**src/rtl/boot_copier.sv**
```systemverilog
// boot_copier: copies COPY_WORDS words from the boot ROM into RAM, then releases the CPU reset.
module boot_copier #(
  parameter int BITS             = 32,
  parameter int ROM_ADDRESS_BITS = 10,
  parameter int RAM_ADDRESS_BITS = 12,
  parameter int COPY_WORDS       = 1024,
  parameter int RAM_BASE         = 0
) (
  input  logic                        CLK,
  input  logic                        RST,
  input  logic                        start,
  output logic [ROM_ADDRESS_BITS-1:0] rom_addr,
  input  logic [BITS-1:0]             rom_data,
  input  logic                        rom_data_valid,
  output logic [RAM_ADDRESS_BITS-1:0] ram_addr,
  output logic [BITS-1:0]             ram_wdata,
  output logic                        ram_we,
  input  logic                        ram_ready,
  output logic                        busy,
  output logic                        done,
  output logic                        cpu_rst
);
  localparam int CW = ROM_ADDRESS_BITS + 1;
  localparam logic [CW-1:0] LAST = CW'((COPY_WORDS > 0) ? COPY_WORDS - 1 : 0);
  localparam logic [RAM_ADDRESS_BITS-1:0] BASE = RAM_ADDRESS_BITS'(RAM_BASE);
  typedef enum logic [2:0] {IDLE, ADDR, WAIT, WRITE, DONE} state_t;
  state_t                      r_state, w_state;
  logic [ROM_ADDRESS_BITS-1:0] r_rom_addr, w_rom_addr;
  logic [RAM_ADDRESS_BITS-1:0] r_ram_addr, w_ram_addr;
  logic [BITS-1:0]             r_wdata, w_wdata;
  logic [CW-1:0]               r_cnt, w_cnt;
  logic                        r_we, r_busy, r_done, r_cpu_rst;
  always_comb begin
    w_state    = r_state;
    w_rom_addr = r_rom_addr;
    w_ram_addr = r_ram_addr;
    w_wdata    = r_wdata;
    w_cnt      = r_cnt;
    case (r_state)
      IDLE:  if (start) w_state = (COPY_WORDS > 0) ? ADDR : DONE;
      ADDR:  w_state = WAIT;
      WAIT:  if (rom_data_valid) begin
        w_state = WRITE;
        w_wdata = rom_data;
      end
      WRITE: if (ram_ready) begin
        w_cnt = r_cnt + 1'b1;
        if (r_cnt == LAST) w_state = DONE;
        else begin
          w_state    = ADDR;
          w_rom_addr = r_rom_addr + 1'b1;
          w_ram_addr = r_ram_addr + 1'b1;
        end
      end
      DONE:  w_state = DONE;
      default: w_state = IDLE;
    endcase
  end
  // Status outputs are registered from the next state so they switch on the same edge as the FSM.
  always_ff @(posedge CLK or posedge RST) begin
    if (RST) begin
      r_state    <= IDLE;
      r_rom_addr <= '0;
      r_ram_addr <= BASE;
      r_wdata    <= '0;
      r_cnt      <= '0;
      r_we       <= 1'b0;
      r_busy     <= 1'b0;
      r_done     <= 1'b0;
      r_cpu_rst  <= 1'b1;
    end else begin
      r_state    <= w_state;
      r_rom_addr <= w_rom_addr;
      r_ram_addr <= w_ram_addr;
      r_wdata    <= w_wdata;
      r_cnt      <= w_cnt;
      r_we       <= w_state == WRITE;
      r_busy     <= w_state == ADDR || w_state == WAIT || w_state == WRITE;
      r_done     <= w_state == DONE;
      r_cpu_rst  <= w_state != DONE;
    end
  end
  assign rom_addr  = r_rom_addr;
  assign ram_addr  = r_ram_addr;
  assign ram_wdata = r_wdata;
  assign ram_we    = r_we;
  assign busy      = r_busy;
  assign done      = r_done;
  assign cpu_rst   = r_cpu_rst;
endmodule
```
**config.mk**
```make
export PLATFORM = sky130hd
export DESIGN_NAME = boot_copier
export DESIGN_NICKNAME = d
export VERILOG_FILES = /design/src/rtl/boot_copier.sv
export SDC_FILE = /design/constraint.sdc
export NUM_CORES = 1
export LEC_CHECK = 0
export CAP_MARGIN = 20
export CORE_MARGIN = 1.5
export CORE_UTILIZATION = 35
export CTS_CLUSTER_DIAMETER = 150
export DETAILED_ROUTE_END_ITERATION = 7
export SLEW_MARGIN = 10
export SYNTH_ARGS = -nofsm -noshare
export SYNTH_HDL_FRONTEND = slang
export SYNTH_SLANG_ARGS = --single-unit
```
**constraint.sdc**
```tcl
create_clock -name CLK -period 6.4 [get_ports CLK]
set_input_delay 1.28 -clock CLK [delete_from_list [all_inputs] [get_ports CLK]]
set_output_delay 1.28 -clock CLK [all_outputs]
set_load 0.01 [all_outputs]
```
; ---- Yosys cells after proc, flatten, opt, wreduce, memory -nomap -nowiden
; Index checks and enable logic that the tools add are counted.
[totals]
ff_bits = 72
inputBits = 37
out_inout_bits = 58
wordCells = 34
[op_classes]
n_addsub = 3
n_eq_ne = 10
muxes = 5
bitwise = 1
n_reduce_logical = 6
[op_table]
columns = cell, n
row1 = one-hot mux 3 bit (5 select lines), 1
row2 = adder 12 x 1 -> 12 bit (second input constant), 1
row3 = == test 3 x 2 -> 1 bit (second input constant), 4
row4 = two-way mux 3 bit, 4
row5 = adder 11 x 1 -> 11 bit (second input constant), 1
row6 = == test 11 x 10 -> 1 bit (second input constant), 1
row7 = adder 10 x 1 -> 10 bit (second input constant), 1
row8 = == test 3 x 1 -> 1 bit (second input constant), 2
row9 = == test 3 bit (second input constant), 2
row10 = AND reduction 2 bit, 2
row11 = zero test 3 bit, 1
row12 = != test 3 bit (second input constant), 1
row13 = AND reduction 3 bit, 1
row14 = logical OR 1 bit, 2
row15 = inverter 1 bit, 1

; ---- Logic depth before layout (Yosys ltp)
; Gate-level depths: netlist of run 1.
[logic_depth]
depth_word = 7
ltp_mapped = 6
ltp_nobuf = 5

; ---- Least setup slack after synthesis of run 1
; Ideal clock, no wire load.
[synth_path]
kind = input-to-reg
start = input rom_data_valid
end = register r_wdata[20] (netlist: ram_wdata[20])
setup_time_ns = 0.125
arrival_time_ns = 2.126
required_time_ns = 6.275
setup_slack_ns = 4.149
stages = 4
path_cell_list = nand2b_1 -> nor2_1 -> buf_2 -> mux2_2
[synth_between]
elab_chain_cells = 1
[synth_lines]
columns = element, line
row1 = "start, declared", 14  ; input logic rom_data_valid,
row2 = AND reduction 2 bit (no source line), -
row3 = "end signal, assigned", 75  ; r_wdata <= w_wdata;
row4 = "end, declared", 30  ; logic [BITS-1:0] r_wdata, w_wdata;
; No other way between the ends.
; A chain may end at the register's enable or synchronous reset.

; ---- Worst setup path after layout of run 1
[layout_path]
start = input ram_ready
end = register r_ram_addr[1] (netlist: ram_addr[1])
[layout_between]
elab_chain_cells = 1
[layout_lines]
columns = element, line
row1 = "start, declared", 18  ; input logic ram_ready,
row2 = AND reduction 3 bit (no source line), -
row3 = "end signal, assigned", 74  ; r_ram_addr <= w_ram_addr;
row4 = "end, declared", 29  ; logic [RAM_ADDRESS_BITS-1:0] r_ram_addr, w_ram_addr;
; No other way between the ends.

==> metrics.txt, run 1 <==
vias per std cell=about 4.7; Initial Utilization=a little over a third; Clock Tree Root=clkbuf_8; Nets=357; initial antenna violation count=0; skew final=around 8 ps; per-cell routed wire length=approximately 14 µm; Worst-Margin Slew=883 ps; commonest non-fill, non-tap cell in the layout=clkdlybuf4s50_1; clock period minus worst slack=2850 ps; critical path class=primary input to register; hold endpoint=r_cnt[10]; site row count=33; drt total wl=about 5900 µm; layout cells sized above 1=between 15 and 20%; die width=around 95 µm; GRT Util Overall=between 10 and 15%; count of unique library cells instantiated by Yosys=27; global-route wire length before repair=about 9400 µm; Arr. time, crit path=3060 ps; Synth-to-Final Area Change=42.2%; DRC viols=0; Peak VDD IR=~0.15 mV; clock sinks=between 70 and 80; placed wire-length estimate=between 4000 and 5000 µm; Syn Std Cell Area=2940 µm²; Synth Flop Type=dfrtp_1; PortBufs=94; io pins=95; maxcap violations=0; Reg-to-Reg End=ram_addr[1]; endpoints failing setup=0; Peak Freq=351 MHz; Pre-Repair DR Iteration Count=4; synth warn=0; setup TNS=0 ps; Detailed Route Iter0 Violations=~70; Pwr Density=between 400 and 500 nW/µm²; status=complete, no violations; ys async rst share=100%; final worst-path cycle share=44.5%; CP startpoint=ram_ready; full die area=slightly below 9000 µm²; Chip Height=94.6 µm; r2r worst-path depth=5; r2r setup slk=approximately 4400 ps; CTS tree=done; pre-CTS worst setup slack=approximately 2900 ps; via count=approximately 2000; Slew HR=between 40 and 50%; Worst setup EP type=register; routability cong.=around 0.7; Worst setup SP type=primary input; syn nets=~260; pin count of the biggest net entering global routing=73; most frequent cells in the layout=clkdlybuf4s50_1, dfrtp_1, mux2_2; RSZ-0062 raised after global routing=no; vias in the first global route=1919; H-tree depth=3; Syn Inst Count=215; Crit Path Max Fanout=15; final core utilization=51.1%; hold depth=1; Worst-path clk slew=70 ps; Hold Startpoint=r_cnt[10]; fin worst setup slack=around 3600 ps; Setup Fix Bufs, Post-CTS=0; grt ovf=0; post-synthesis sequential area ratio=~60%; Worst-Skew Late Latency=approximately 330 ps; CORE AREA=about 8200 µm²; Post-synth EDFFs=0; Worst Hold Class=register to register; filler cell count in the final layout=757; CTS Hold Bufs=0; number of antenna diodes=0; Num CTS Buffers=9; post-route ant nets=0; flops & latches, synth=between 70 and 80; Critical R2R Launch=r_cnt[0]; CTS resizes=0; Clock Path Buffers=2; Max Slew Vio Count=0; worst path required time=approximately 6600 ps; Mapped Avg Cell Area=between 10 and 15 µm²; P_leak=approximately 1.8 nW; final hold viol count=0
-- cell type report --
class,count,area [µm²],share of cell area (%)
Sequential cell,72,1800,43.2
Inverter,4,15.0,0.360
Tap cell,105,131,3.15
Clock inverter,3,17.5,0.420
Timing Repair Buffer,97,967,23.2
Clock buffer,12,155,3.72
Multi-Input combinational cell,133,1080,26.0
-- sequential cells by signal (all words and copies together), names as in the netlist --
name       count
busy           1
cpu_rst        1
done           1
r_cnt         11
r_state        3
ram_addr      12
ram_wdata     32
ram_we         1
rom_addr      10
-- logic make-up after synthesis --
| kind of cell | after synthesis | share of synthesized area, % |
|---|---|---|
| DFF | 72 | 61.4 |
| and+or+nand+nor | 59 | 11.5 |
| muxes | 35 | 13.4 |
| xor gates and xnor gates | 30 | 8.95 |
| buffers and inverters | 10 | 1.70 |
| AOI/OAI and AO/OA | 6 | 1.79 |
| adders and majority gates | 3 | 1.28 |
-- worst max-delay path: stages --
cell and delay (ps):
clkdlybuf4s50_1 540, nand4b_2 200, a31oi_2 440, buf_6 240, mux2_2 350
-- worst max path at each step --
stage | endpoint | slack [ps] | cells past startpoint
global placement | rom_addr[1] | 2900 | 4
floorplan | busy | 3300 | 1
finish | ram_addr[1] | 3550 | 5
global route | ram_addr[1] | 3460 | 5
detailed placement | rom_addr[1] | 2910 | 4
CTS | ram_addr[1] | 3270 | 4
-- layer usage --
metal	global-route usage, %	up-vias	share of wire (%)
li1	-	967	-
met1	17.7	967	45
met2	21.9	45	49
met3	3.62	10	3.8
met4	5.97	0	1.6
met5	0	-	0
-- synth_stat cells, drive strengths merged, types with 2 or more instances --
library cell / count / share of area (%)
and4: 4 / 1.2
nand2: 12 / 1.5
and3: 7 / 1.5
nand2b: 3 / 0.64
buf: 6 / 1.2
ha: 3 / 1.3
xor2: 4 / 1.2
mux2: 34 / 13
nand3: 9 / 1.5
nand4: 11 / 2.3
inv: 4 / 0.51
nor3: 5 / 0.85
nor2: 3 / 0.38
dfrtp: 71 / 61
a22o: 2 / 0.60
xnor2: 26 / 7.8
and2: 3 / 0.64
-- stage by stage --
step	cells	area [µm²]	hold slack, ps	power, W
floorplan	215	2940	435	0.00107
global placement	410	3990	452	0.00144
detailed placement	410	3990	455	0.00145
CTS	425	4160	472	0.00177
global route	426	4170	483	0.00186
finish	426	4170	470	0.00175
-- report_power, final --
part           internal [W]  leakage (nW)  switching, W
registers          0.000620         0.896      0.000128
logic              0.000424         0.770      0.000261
clock network      0.000159        0.0882      0.000156
No activity file was read; power rests on OpenSTA's default activity.
==> inputs of run 2 (changes only) <==
Settings changed: PLACE_DENSITY set to 0.66.
Clock period 6.4 ns to 2.6 ns, I/O delays scaled along.
==> run 2 against run 1 <==
  * Via count decreased by 0.40%
  * Worst hold slack gained 5.8 ps
  * Worst setup slack got worse by 2800 ps
  * Clock power rose to 3.0 times the previous value
  * Power increased to 2.6 times the previous value
  * Global-route usage decreased by 0.70 points
  * Largest power group unchanged
  * Highest routed layer unchanged
==> metrics.txt, run 2 (synthesis results as in run 1) <==
post-route ant nets=0; CP max stage delay=between 500 and 600 ps; Num CTS Buffers=9; Max Slew Vio Count=0; critical path class=register to output pin; PortBufs=between 90 and 100; maxcap violations=0; Total Power=~0.0045 W; pre-CTS worst setup slack=370 ps; Detailed Route Iter0 Violations=48; io pins=95; Worst-Skew Late Latency=330 ps; full die area=between 8000 and 9000 µm²; fin worst setup slack=approximately 710 ps; CTS Hold Bufs=0; via count=around 2000; Pre-Repair DR Iteration Count=4; H-tree depth=3; number of antenna diodes=0; vias in the first global route=between 1500 and 2000; Chip Height=94.6 µm; die width=~95 µm; DRC viols=0; Worst Hold Class=register to register; endpoints failing setup=0; WP buf/inv=1; final worst-path cycle share=72.8%; RSZ-0062 raised after global routing=no; final hold viol count=0; Clock Tree Root=clkbuf_8; Peak Freq=roughly 530 MHz; CP max stage cell=clkdlybuf4s50_1; status=complete, no violations; vias per std cell=4.63; placed wire-length estimate=3910 µm; Synth-to-Final Area Change=44.4%; Worst setup SP type=register; clock period minus worst slack=1890 ps; Worst-path clk slew=70 ps; Worst-Margin Slew=between 400 and 500 ps; pin count of the biggest net entering global routing=73; max FFs per register=32; drt total wl=roughly 5600 µm; Setup Fix Bufs, Post-CTS=0; CORE AREA=between 8000 and 9000 µm²; CTS resizes=0; site row count=33; routability cong.=0.717; layout cells sized above 1=17.6%; per-cell routed wire length=between 10 and 15 µm; Arr. time, crit path=~1400 ps; most frequent cells in the layout=clkdlybuf4s50_1, dfrtp_1, mux2_2; initial antenna violation count=0; P_leak=between 1.5 and 2 nW; grt ovf=0; GRT Util Overall=between 10% and 20%; global-route wire length before repair=about 9000 µm; Pwr Density=1050 nW/µm²; clock sinks=72; CTS tree=done; Slew HR=66.7%; setup TNS=0 ps; Crit Path Max Fanout=6; Hold WS=about 480 ps; skew final=8.15 ps; Initial Utilization=between 30% and 40%; Nets=358; Peak VDD IR=around 0.34 mV; Clock Path Buffers=2; Crit path max-delay family=buffers and inverters; worst path required time=roughly 2100 ps; Worst setup EP type=output pin; crit path cell chain=clkdlybuf4s50_1; commonest non-fill, non-tap cell in the layout=clkdlybuf4s50_1
[run 2: changes by cell type in the layout (fill, tap and decap cells not counted), sizes merged]
cell	before	now
bufinv	0	2
buf	3	4
clkinvlp	1	0
clkinv	2	5
clkbuf	12	9
[run 2: power breakdown]
group | switching (W) | internal, W
clock network | 0.000415 | 0.000542
registers | 0.000303 | 0.00152
logic | 0.000633 | 0.00105
total | 0.00135 | 0.00312
[run 2: final cells by class]
type | count | area [µm²]
Clock buffer | 9 | 124
Tap cell | 105 | 131
Clock inverter | 7 | 96.3
Sequential cell | 72 | 1800
Fill cell | 714 | 3940
Inverter | 4 | 15.0
Multi-Input combinational cell | 133 | 1080
Timing Repair Buffer | 98 | 983
[run 2: final timing paths]
check                            start  depth (start not counted)     endpoint  slack, ps
hold reg to reg              r_cnt[10]                          1    r_cnt[10]        480
min in group asynchronous          RST                          3  ram_addr[8]        580
hold / removal               r_cnt[10]                          1    r_cnt[10]        480
max in group asynchronous          RST                          3      cpu_rst       1680
setup / recovery           ram_addr[0]                          1  ram_addr[0]        710
setup reg to reg              r_cnt[0]                          5  rom_addr[1]        810
[run 2: layer usage]
layer	track usage (%)	vias up	share of wire (%)
met5	0	-	0
met1	17.6	955	46
met2	20.0	55	47
li1	-	963	-
met3	2.98	8	5.7
met4	5.97	0	1.3
[run 2: metrics by stage]
stage	area [µm²]	util, %	instances
after detailed placement	4020	49.1	412
after global routing	4240	51.8	428
final	4240	51.8	428
after global placement	4020	49.1	412
after CTS	4240	51.8	428
after floorplan	2940	-	215
